$ cat config.mk
export PLATFORM = sky130hd
export DESIGN_NAME = proc_control_fsm
export DESIGN_NICKNAME = d
export VERILOG_FILES = /design/src/rtl/proc_control_fsm.sv
export SDC_FILE = /design/constraint.sdc
export NUM_CORES = 1
export LEC_CHECK = 0
export ABC_AREA = 1
export CAP_MARGIN = 5
export CORE_MARGIN = 4
export CORE_UTILIZATION = 50
export DETAILED_ROUTE_END_ITERATION = 6
export DONT_BUFFER_PORTS = 1
export PLACE_DENSITY = 0.71
export SLEW_MARGIN = 10
export SYNTH_ARGS = -nofsm -noshare
export SYNTH_HDL_FRONTEND = slang
export SYNTH_SLANG_ARGS = --single-unit
$ cat constraint.sdc
create_clock -name Clock -period 1.4 [get_ports Clock]
set_clock_uncertainty 0.2 [all_clocks]
set_input_delay 0.28 -clock Clock [delete_from_list [all_inputs] [get_ports Clock]]
set_output_delay 0.28 -clock Clock [all_outputs]
set_load 0.05 [all_outputs]
$ cat src/rtl/proc_control_fsm.sv
// Multicycle control unit for the 16-bit processor: fetch/decode/execute sequencing of PC, IR, D-mem, RF and ALU.
// Optional: define PROC_ILLEGAL_TRAP_EN to send opcodes 7..F to Halt instead of NoOp.
module proc_control_fsm #(
  parameter int WIDTH       = 16,
  parameter int DADDR_WIDTH = 8,
  parameter int RADDR_WIDTH = 4,
  parameter int STATE_WIDTH = 8
) (
  input  logic                   Clock,
  input  logic                   Reset_n,
  input  logic [WIDTH-1:0]       IR,
  input  logic                   ALU_Zero,
  output logic                   PC_Clr,
  output logic                   PC_Up,
  output logic                   PC_Ld,
  output logic [7:0]             PC_Offset,
  output logic                   IR_Ld,
  output logic [DADDR_WIDTH-1:0] D_Addr,
  output logic                   D_Wr,
  output logic                   RF_s,
  output logic [RADDR_WIDTH-1:0] RF_W_addr,
  output logic                   RF_W_en,
  output logic [RADDR_WIDTH-1:0] RF_Ra_addr,
  output logic [RADDR_WIDTH-1:0] RF_Rb_addr,
  output logic [1:0]             ALU_s,
  output logic [STATE_WIDTH-1:0] State,
  output logic [STATE_WIDTH-1:0] NextState
);

  localparam logic [STATE_WIDTH-1:0] S_INIT    = STATE_WIDTH'(8'h00);
  localparam logic [STATE_WIDTH-1:0] S_FETCH   = STATE_WIDTH'(8'h01);
  localparam logic [STATE_WIDTH-1:0] S_DECODE  = STATE_WIDTH'(8'h02);
  localparam logic [STATE_WIDTH-1:0] S_NOOP    = STATE_WIDTH'(8'h03);
  localparam logic [STATE_WIDTH-1:0] S_LOADA   = STATE_WIDTH'(8'h04);
  localparam logic [STATE_WIDTH-1:0] S_LOADB   = STATE_WIDTH'(8'h05);
  localparam logic [STATE_WIDTH-1:0] S_STORE   = STATE_WIDTH'(8'h06);
  localparam logic [STATE_WIDTH-1:0] S_ADD     = STATE_WIDTH'(8'h07);
  localparam logic [STATE_WIDTH-1:0] S_SUB     = STATE_WIDTH'(8'h08);
  localparam logic [STATE_WIDTH-1:0] S_HALT    = STATE_WIDTH'(8'h09);
  localparam logic [STATE_WIDTH-1:0] S_JZTEST  = STATE_WIDTH'(8'h0A);
  localparam logic [STATE_WIDTH-1:0] S_JZJUMP  = STATE_WIDTH'(8'h0B);

  localparam logic [1:0] ALU_PASS_A = 2'b00;
  localparam logic [1:0] ALU_ADD    = 2'b01;
  localparam logic [1:0] ALU_SUB    = 2'b10;

  logic [STATE_WIDTH-1:0] r_state;
  logic [STATE_WIDTH-1:0] w_next;
  logic [3:0]             w_opcode;
  logic [DADDR_WIDTH-1:0] w_mem_addr;
  logic [RADDR_WIDTH-1:0] w_fld_hi;
  logic [RADDR_WIDTH-1:0] w_fld_mid;
  logic [RADDR_WIDTH-1:0] w_fld_lo;
  logic [STATE_WIDTH-1:0] w_illegal_target;

  assign w_opcode   = IR[15:12];
  assign w_mem_addr = DADDR_WIDTH'(IR[11:4]);
  assign w_fld_hi   = RADDR_WIDTH'(IR[11:8]);
  assign w_fld_mid  = RADDR_WIDTH'(IR[7:4]);
  assign w_fld_lo   = RADDR_WIDTH'(IR[3:0]);

`ifdef PROC_ILLEGAL_TRAP_EN
  assign w_illegal_target = S_HALT;
`else
  assign w_illegal_target = S_NOOP;
`endif

  // Async reset forces Init at once, so every strobe decoded below drops in the same instant.
  always_ff @(posedge Clock or negedge Reset_n) begin
    if (!Reset_n) r_state <= S_INIT;
    else          r_state <= w_next;
  end

  always_comb begin
    w_next = r_state;
    if (!Reset_n) begin
      w_next = S_FETCH;
    end else begin
      case (r_state)
        S_INIT:   w_next = S_FETCH;
        S_FETCH:  w_next = S_DECODE;
        S_DECODE: begin
          case (w_opcode)
            4'h0:    w_next = S_NOOP;
            4'h1:    w_next = S_STORE;
            4'h2:    w_next = S_LOADA;
            4'h3:    w_next = S_ADD;
            4'h4:    w_next = S_SUB;
            4'h5:    w_next = S_HALT;
            4'h6:    w_next = S_JZTEST;
            default: w_next = w_illegal_target;
          endcase
        end
        S_LOADA:  w_next = S_LOADB;
        S_JZTEST: w_next = ALU_Zero ? S_JZJUMP : S_FETCH;
        S_NOOP, S_LOADB, S_STORE, S_ADD, S_SUB, S_JZJUMP: w_next = S_FETCH;
        S_HALT:   w_next = S_HALT;
        default:  w_next = S_INIT;
      endcase
    end
  end

  always_comb begin
    PC_Clr     = 1'b0;
    PC_Up      = 1'b0;
    PC_Ld      = 1'b0;
    PC_Offset  = 8'h00;
    IR_Ld      = 1'b0;
    D_Addr     = '0;
    D_Wr       = 1'b0;
    RF_s       = 1'b0;
    RF_W_addr  = '0;
    RF_W_en    = 1'b0;
    RF_Ra_addr = '0;
    RF_Rb_addr = '0;
    ALU_s      = ALU_PASS_A;
    case (r_state)
      S_INIT: PC_Clr = 1'b1;
      S_FETCH: begin
        IR_Ld = 1'b1;
        PC_Up = 1'b1;
      end
      S_STORE: begin
        D_Addr     = w_mem_addr;
        RF_Ra_addr = w_fld_lo;
        ALU_s      = ALU_PASS_A;
        D_Wr       = 1'b1;
      end
      // LoadA only lets the D-mem read settle; the write happens in LoadB.
      S_LOADA, S_LOADB: begin
        D_Addr    = w_mem_addr;
        RF_s      = 1'b1;
        RF_W_addr = w_fld_lo;
        RF_W_en   = (r_state == S_LOADB);
      end
      S_ADD, S_SUB: begin
        RF_Ra_addr = w_fld_hi;
        RF_Rb_addr = w_fld_mid;
        RF_W_addr  = w_fld_lo;
        ALU_s      = (r_state == S_ADD) ? ALU_ADD : ALU_SUB;
        RF_W_en    = 1'b1;
      end
      S_JZTEST: begin
        RF_Ra_addr = w_fld_hi;
        ALU_s      = ALU_PASS_A;
      end
      S_JZJUMP: begin
        PC_Ld     = 1'b1;
        PC_Offset = IR[7:0];
      end
      default: ;
    endcase
  end

  assign State     = r_state;
  assign NextState = w_next;

endmodule

==> impl_metrics.ini, run 1 <==
[synthesis]
synth_edf_count = 0
synth_flop_cell = dfrtp_1
synth_area_um2 = 683.2
synthCells = 127
synth_seq_area_share_pct = 14.65
avgSynthCellArea_um2 = 5.379
synth_cell_type_count = 20
async_flop_share_pct = 100.0
synth_seq_cells = 4
yosysWarnings = 0

[placed_design]
portBuffers = 0
place.gp.congestion = 0.8815

[floorplan]
die_w_um = 44.97
die_h_um = 44.97
ios = 72
rows = 13
initial_core_util_pct = 52.50

[outcome]
error = [ERROR DPL-0038] Utilization greater than 100%, impossible to legalize
outcome = aborted with a tool error
lastStage = detailed placement
-- metrics by stage --
| step | instance area (µm²) | instances | setup slack (ps) | hold WS (ps) |
|---|---|---|---|---|
| 2_1_floorplan | 947.2 | 134 | -769.1 | -215.6 |
| 3_3_place_gp | 1577 | 193 | -417.2 | -215.4 |
-- cell usage after synthesis (all sizes together), types with 2 or more instances --
library cell  number  area share, %
o22ai              4            3.7
a31oi              3            2.7
dfrtp              4             15
o21ai              4            3.5
buf                9            9.9
nand2             24             14
nor2              38             25
nand3              2            1.5
inv               33             18
-- logic make-up after synthesis --
family | synth area share, %
AND/OR/NAND/NOR | 43.04
buffers and inverters | 28.75
AO/OA/AOI/OAI | 11.72
flip-flops | 14.65
XOR/XNOR | 1.282
other | 0.5489
==> run 2, diff against run 1 <==
CORE_AREA = 4 4 65 67   (was unset)
CORE_MARGIN = unset   (was 4)
CORE_UTILIZATION = unset   (was 50)
DIE_AREA = 0 0 69 71   (was unset)
PLACE_DENSITY = unset   (was 0.71)
PLACE_DENSITY_LB_ADDON = 0.15   (was unset)
clock period = 1.82 ns   (was 1.4 ns; I/O delays follow)
==> impl_metrics.ini, run 2 <==
[grt]
grt_pass1_wl_um = 4581
antenna_found_initial = 0
overflow = 0
grt_use_total_pct = 11.01
grt_pass1_vias = 954
grt_max_degree = 10

[power_and_ir_drop]
power.density_mw_per_mm2 = 518.9
p_comb_share_pct = 69.9
netSwitchingPower_uw = 548.2
switching_share_pct = 51.21
ir_worst_vdd_mv = 0.5121
total_power_mw = 1.071
power_frac_clock_pct = 17.6
seqPwrFrac_pct = 12.4
internal_power_uw = 522.4
p_leak_nw = 0.8784

[clocking]
tritoncts = built
cts_root_buf = clkbuf_8
insertion_delay_ps = 220
cts_buffer_depth = 2
htreeDepth = 1
cts_buffers = 3
cts_sinks = 4
path_clk_slew_ps = 30

[sta]
maxSlewViolCount = 0
holdWs_ps = 136.2
rsz0062_at_grt = yes
finalCritPeriodShare_pct = 117.5
fin_tns_setup_ps = -9020
hold_viol = 0
fin_crit_ps = 2139
layout_setup_ws_ps = -318.8
fmax_ghz = 0.4676
setup_viol = 41

[setup_path]
cp-start-kind = register
critPathMaxFanout = 5
crit_type = reg2out
worstPathArrival_ps = 1570
worstPathRequired_ps = 1260
worstSetupEndpointType = output port

[final_layout]
multiInputGateArea_um2 = 782.0
final_cell_mix = nor2_4 (29), buf_12 (26), inv_1 (18)
num_antenna_cells = 0
drive_gt1_share_pct = 75.52
stdcell_area_mm2 = 0.002063
seq_area_um2 = 105.1
fill_cells = 338
final_common_cell = nor2_4
area_delta_synth_final_pct = 202.0
largest_register_ffs = 4
nNetsFinal = 213

[placed_design]
portBuffers = 0
place.gp.congestion = 0.8007
dp_hpwl_um = 2411
pre_cts_slack_ps = -189.6
place_area_mm2 = 0.001627

[synthesis]
synthCells = 127
synth_most_common_cell = nor2_1
avgSynthCellArea_um2 = 5.379
synth_top_cells_by_area = nor2_1 (18%), inv_1 (16%), dfrtp_1 (15%)
synth_area_um2 = 683.2
synth_flop_cell = dfrtp_1
synth.cells.most_frequent = nor2_1 (33), inv_1 (30), nand2_1 (21)
async_flop_share_pct = 100.0
synth_cell_type_count = 20
synth_seq_area_share_pct = 14.65
yosysTopAreaCellShare_pct = 18.13
synth_edf_count = 0
synth_seq_cells = 4
yosys.area.top_type = nor2_1
yosysWarnings = 0

[worst_hold_path]
hold_class = in2reg

[detailed_routing]
vias_per_cell = 4.042
drtIter0Drc = 10
route.vias.total = 970
ant_nets = 0
wl_um = 2934
dr.pass1.iters = 4
route.detailed.drc = 0
wl_per_cell_um = 12.23

[floorplan]
die-area_mm2 = 0.004899
die_w_um = 69
rows = 22
initial_core_util_pct = 18.80
ios = 72
core_mm2 = 0.003633
die_h_um = 71

[outcome]
violations = negative setup slack
outcome = complete, but fails checks

[flow_run]
max_cap_violations = 0
-- run 2: stage by stage --
step	util [%]	instances
CTS	51.24	235
global placement	44.77	227
floorplan	-	134
detailed placement	44.77	227
global route	56.78	240
finish	56.78	240
-- run 2: power groups by stage --
stage	sequential, mW	clock [mW]	combinational, mW
after floorplan	0.170	0	0.405
after global placement	0.124	0	0.636
after detailed placement	0.125	0	0.636
after CTS	0.125	0.193	0.695
after global routing	0.136	0.200	0.790
final	0.133	0.189	0.749
-- run 2: layout make-up --
class	count	area share [%]
timing repair buffer	64	44.21
multi-input combinational	87	37.90
inverter	34	7.884
sequential	4	5.094
tap	48	2.911
clock buffer	3	2.001
-- run 2: routing by layer --
metal  vias to the layer above  global-route usage [%]  routed length, µm
met3                         0                   1.563                148
met2                        36                   21.72               1766
li1                        490                       -                  -
met5                         -                       0                  0
met1                       444                   12.29               1020
met4                         0                   2.603                  0
-- run 2: worst max-delay path, stage by stage (launching register included) --
cell and delay [ps]:
dfrtp_2 430, inv_2 90, nor2_4 70, nand2_4 90, clkinv_4 70, nor2_4 160
o21ai_4 110, nand2_2 90, clkinvlp_4 240
-- run 2: path summary, 6_finish.rpt --
path                       cells past startpoint      endpoint  slack [ps]  startpoint
setup / recovery                               8  RF_W_addr[0]        -320    State[2]
hold / removal                                 1      State[0]         140     Reset_n
setup reg to reg                               9      State[0]         130    State[0]
hold reg to reg                                4      State[3]         710    State[2]
max in group asynchronous                      1      State[2]        1020     Reset_n
min in group asynchronous                      1      State[3]         220     Reset_n
-- run 2: logic make-up (layout without fill, tap and decap cells) --
logic type             Yosys count  in the layout  share of synthesized area (%)
AND/OR/NAND/NOR                 65             65                          43.04
AO/OA/AOI/OAI                   13             13                          11.72
buffers and inverters           43            101                          28.75
other                            1              8                         0.5489
flip-flops                       4              4                          14.65
XOR/XNOR                         1              1                          1.282
-- run 2: what timing repair did --
item / 4_1_cts / 5_1_grt
hold buffers: 1 / 0
buffers inserted: 4 / 9
resized for setup: 40 / 42
cloned: 0 / 1
pin swaps: 11 / 26
hold endpoints to repair: 4 / 0
setup endpoints to repair: 41 / 42
No activity file was read; power rests on OpenSTA's default activity.
==> run 3, diff against run 2 <==
DONT_BUFFER_PORTS = unset   (was 1)
PLACE_DENSITY = 0.6   (was unset)
PLACE_DENSITY_LB_ADDON = unset   (was 0.15)
SKIP_CTS_REPAIR_TIMING = 1   (was unset)
==> impl_metrics.ini, run 3 (synthesized netlist as in run 2, its figures left out) <==
[outcome]
outcome = complete, but fails checks
violations = negative setup slack

[detailed_routing]
ant_nets = 0
route.detailed.drc = 0
vias_per_cell = 3.963
drtIter0Drc = 16
dr.pass1.iters = 4
wl_per_cell_um = 12.02
wl_um = 3221
route.vias.total = 1062

[floorplan]
die_w_um = 69
core_mm2 = 0.003633
initial_core_util_pct = 18.80
ios = 72
die_h_um = 71
rows = 22
die-area_mm2 = 0.004899

[final_layout]
final_cell_mix = buf_12 (35), nor2_4 (28), buf_4 (21)
largest_register_ffs = 4
area_delta_synth_final_pct = 251.8
num_antenna_cells = 0
drive_gt1_share_pct = 69.55
final_common_cell = buf_12
fin_cells = 268
nNetsFinal = 241

[clocking]
cts_buffer_depth = 2
cts_sinks = 4
cts_buffers = 3
cts_root_buf = clkbuf_8
path_clk_slew_ps = 30
htreeDepth = 1
insertion_delay_ps = 220
tritoncts = built

[sta]
finalCritPeriodShare_pct = 120.9
fmax_ghz = 0.4543
maxSlewViolCount = 0
hold_viol = 0
layout_setup_ws_ps = -381.0
fin_crit_ps = 2201
setup_viol = 41
rsz0062_at_grt = yes
holdWs_ps = 245.9

[power_and_ir_drop]
power.density_mw_per_mm2 = 501.5
ir_worst_vdd_mv = 0.6010
p_leak_nw = 1.029

[setup_path]
worstPathRequired_ps = 1260
cp-start-kind = register
max_stage_delay_ps = 450
crit_buf_inv = 4
critPathMaxFanout = 6
worstSetupEndpointType = output port
worst_path_dominant_cell_family = buffers and inverters
crit_top_cell = buf_6
crit_chain = nand2_2 -> inv_2 -> nand2_4 -> clkinv_4 -> nor3_4 -> buf_6 -> o22ai_4 -> buf_6
worstPathArrival_ps = 1640
cp_slowest_cell = dfrtp_2
crit_type = reg2out

[worst_hold_path]
hold_class = in2async

[grt]
overflow = 0
grt_max_degree = 10
grt_pass1_wl_um = 4692
grt_pass1_vias = 1019
antenna_found_initial = 0
grt_use_total_pct = 11.48

[placed_design]
portBuffers = 63
dp_cells = 256
pre_cts_slack_ps = -335.2
dp_hpwl_um = 2559
place.gp.congestion = 0.7522

[flow_run]
max_cap_violations = 0
## run 3: cell types whose count changed in the layout (fill, tap and decap cells not counted), sizes merged
cell / delta
clkdlybuf4s50: +17
buf: +12
clkbuf: -1
dlygate4sd3: -1
dlymetal6s2s: +1
## run 3: path summary, 6_finish.rpt
kind / slack (ps) / end / start / cells after the start
worst max register to register: 220 / State[1] / State[0] / 6
max in group asynchronous: 1050 / State[3] / Reset_n / 2
min in group Clock: 500 / State[0] / IR[13] / 5
worst min register to register: 660 / State[3] / State[2] / 5
worst max-delay path: -380 / RF_Ra_addr[3] / State[1] / 8
worst min-delay path: 250 / State[1] / Reset_n / 2
## run 3: worst register-to-register path: stages (launching register included)
cell     delay [ps]
dfrtp_2         460
nor2_4          170
inv_2            60
nor2_4          190
nand2_4          90
a31oi_4         240
buf_4           140
## run 3: per-layer routing
| metal | vias to the layer above | track usage [%] | part of all wire, % |
|---|---|---|---|
| met3 | 4 | 2.557 | 5.5 |
| met5 | - | 0 | 0 |
| met4 | 0 | 3.905 | 0.78 |
| li1 | 543 | - | - |
| met2 | 34 | 20.76 | 58 |
| met1 | 481 | 13.30 | 35 |
## run 3: power breakdown
group / internal [mW] / switching (mW) / leakage [nW]
sequential: 0.104 / 0.0319 / 0.0459
combinational: 0.387 / 0.489 / 0.962
clock: 0.141 / 0.0513 / 0.0216
## run 3: cell type report
class / instances / area (µm²)
timing repair buffer: 92 / 1262
fill: 278 / 1230
multi-input combinational: 87 / 774.5
inverter: 34 / 160.2
sequential: 4 / 105.1
tap: 48 / 60.06
clock buffer: 3 / 41.29
## run 3: stage by stage
| stage | setup TNS, ps | power, mW | util, % | area, µm² |
|---|---|---|---|---|
| 2_1_floorplan | -10180 | 0.5747 | - | 948.4 |
| 3_3_place_gp | -2764 | 0.9021 | 56.13 | 2039 |
| 3_5_place_dp | -2930 | 0.9048 | 56.13 | 2039 |
| 4_1_cts | -10310 | 1.105 | 57.27 | 2081 |
| 5_1_grt | -12780 | 1.261 | 66.15 | 2404 |
| 6_report | -9719 | 1.205 | 66.15 | 2404 |
==> run 4, diff against run 3 <==
ABC_CLOCK_PERIOD_IN_PS = 1820   (was unset)
SLEW_MARGIN = 20   (was 10)
==> results of run 4 <==
No change in the layout: final DEF, timing and power equal those of run 3.
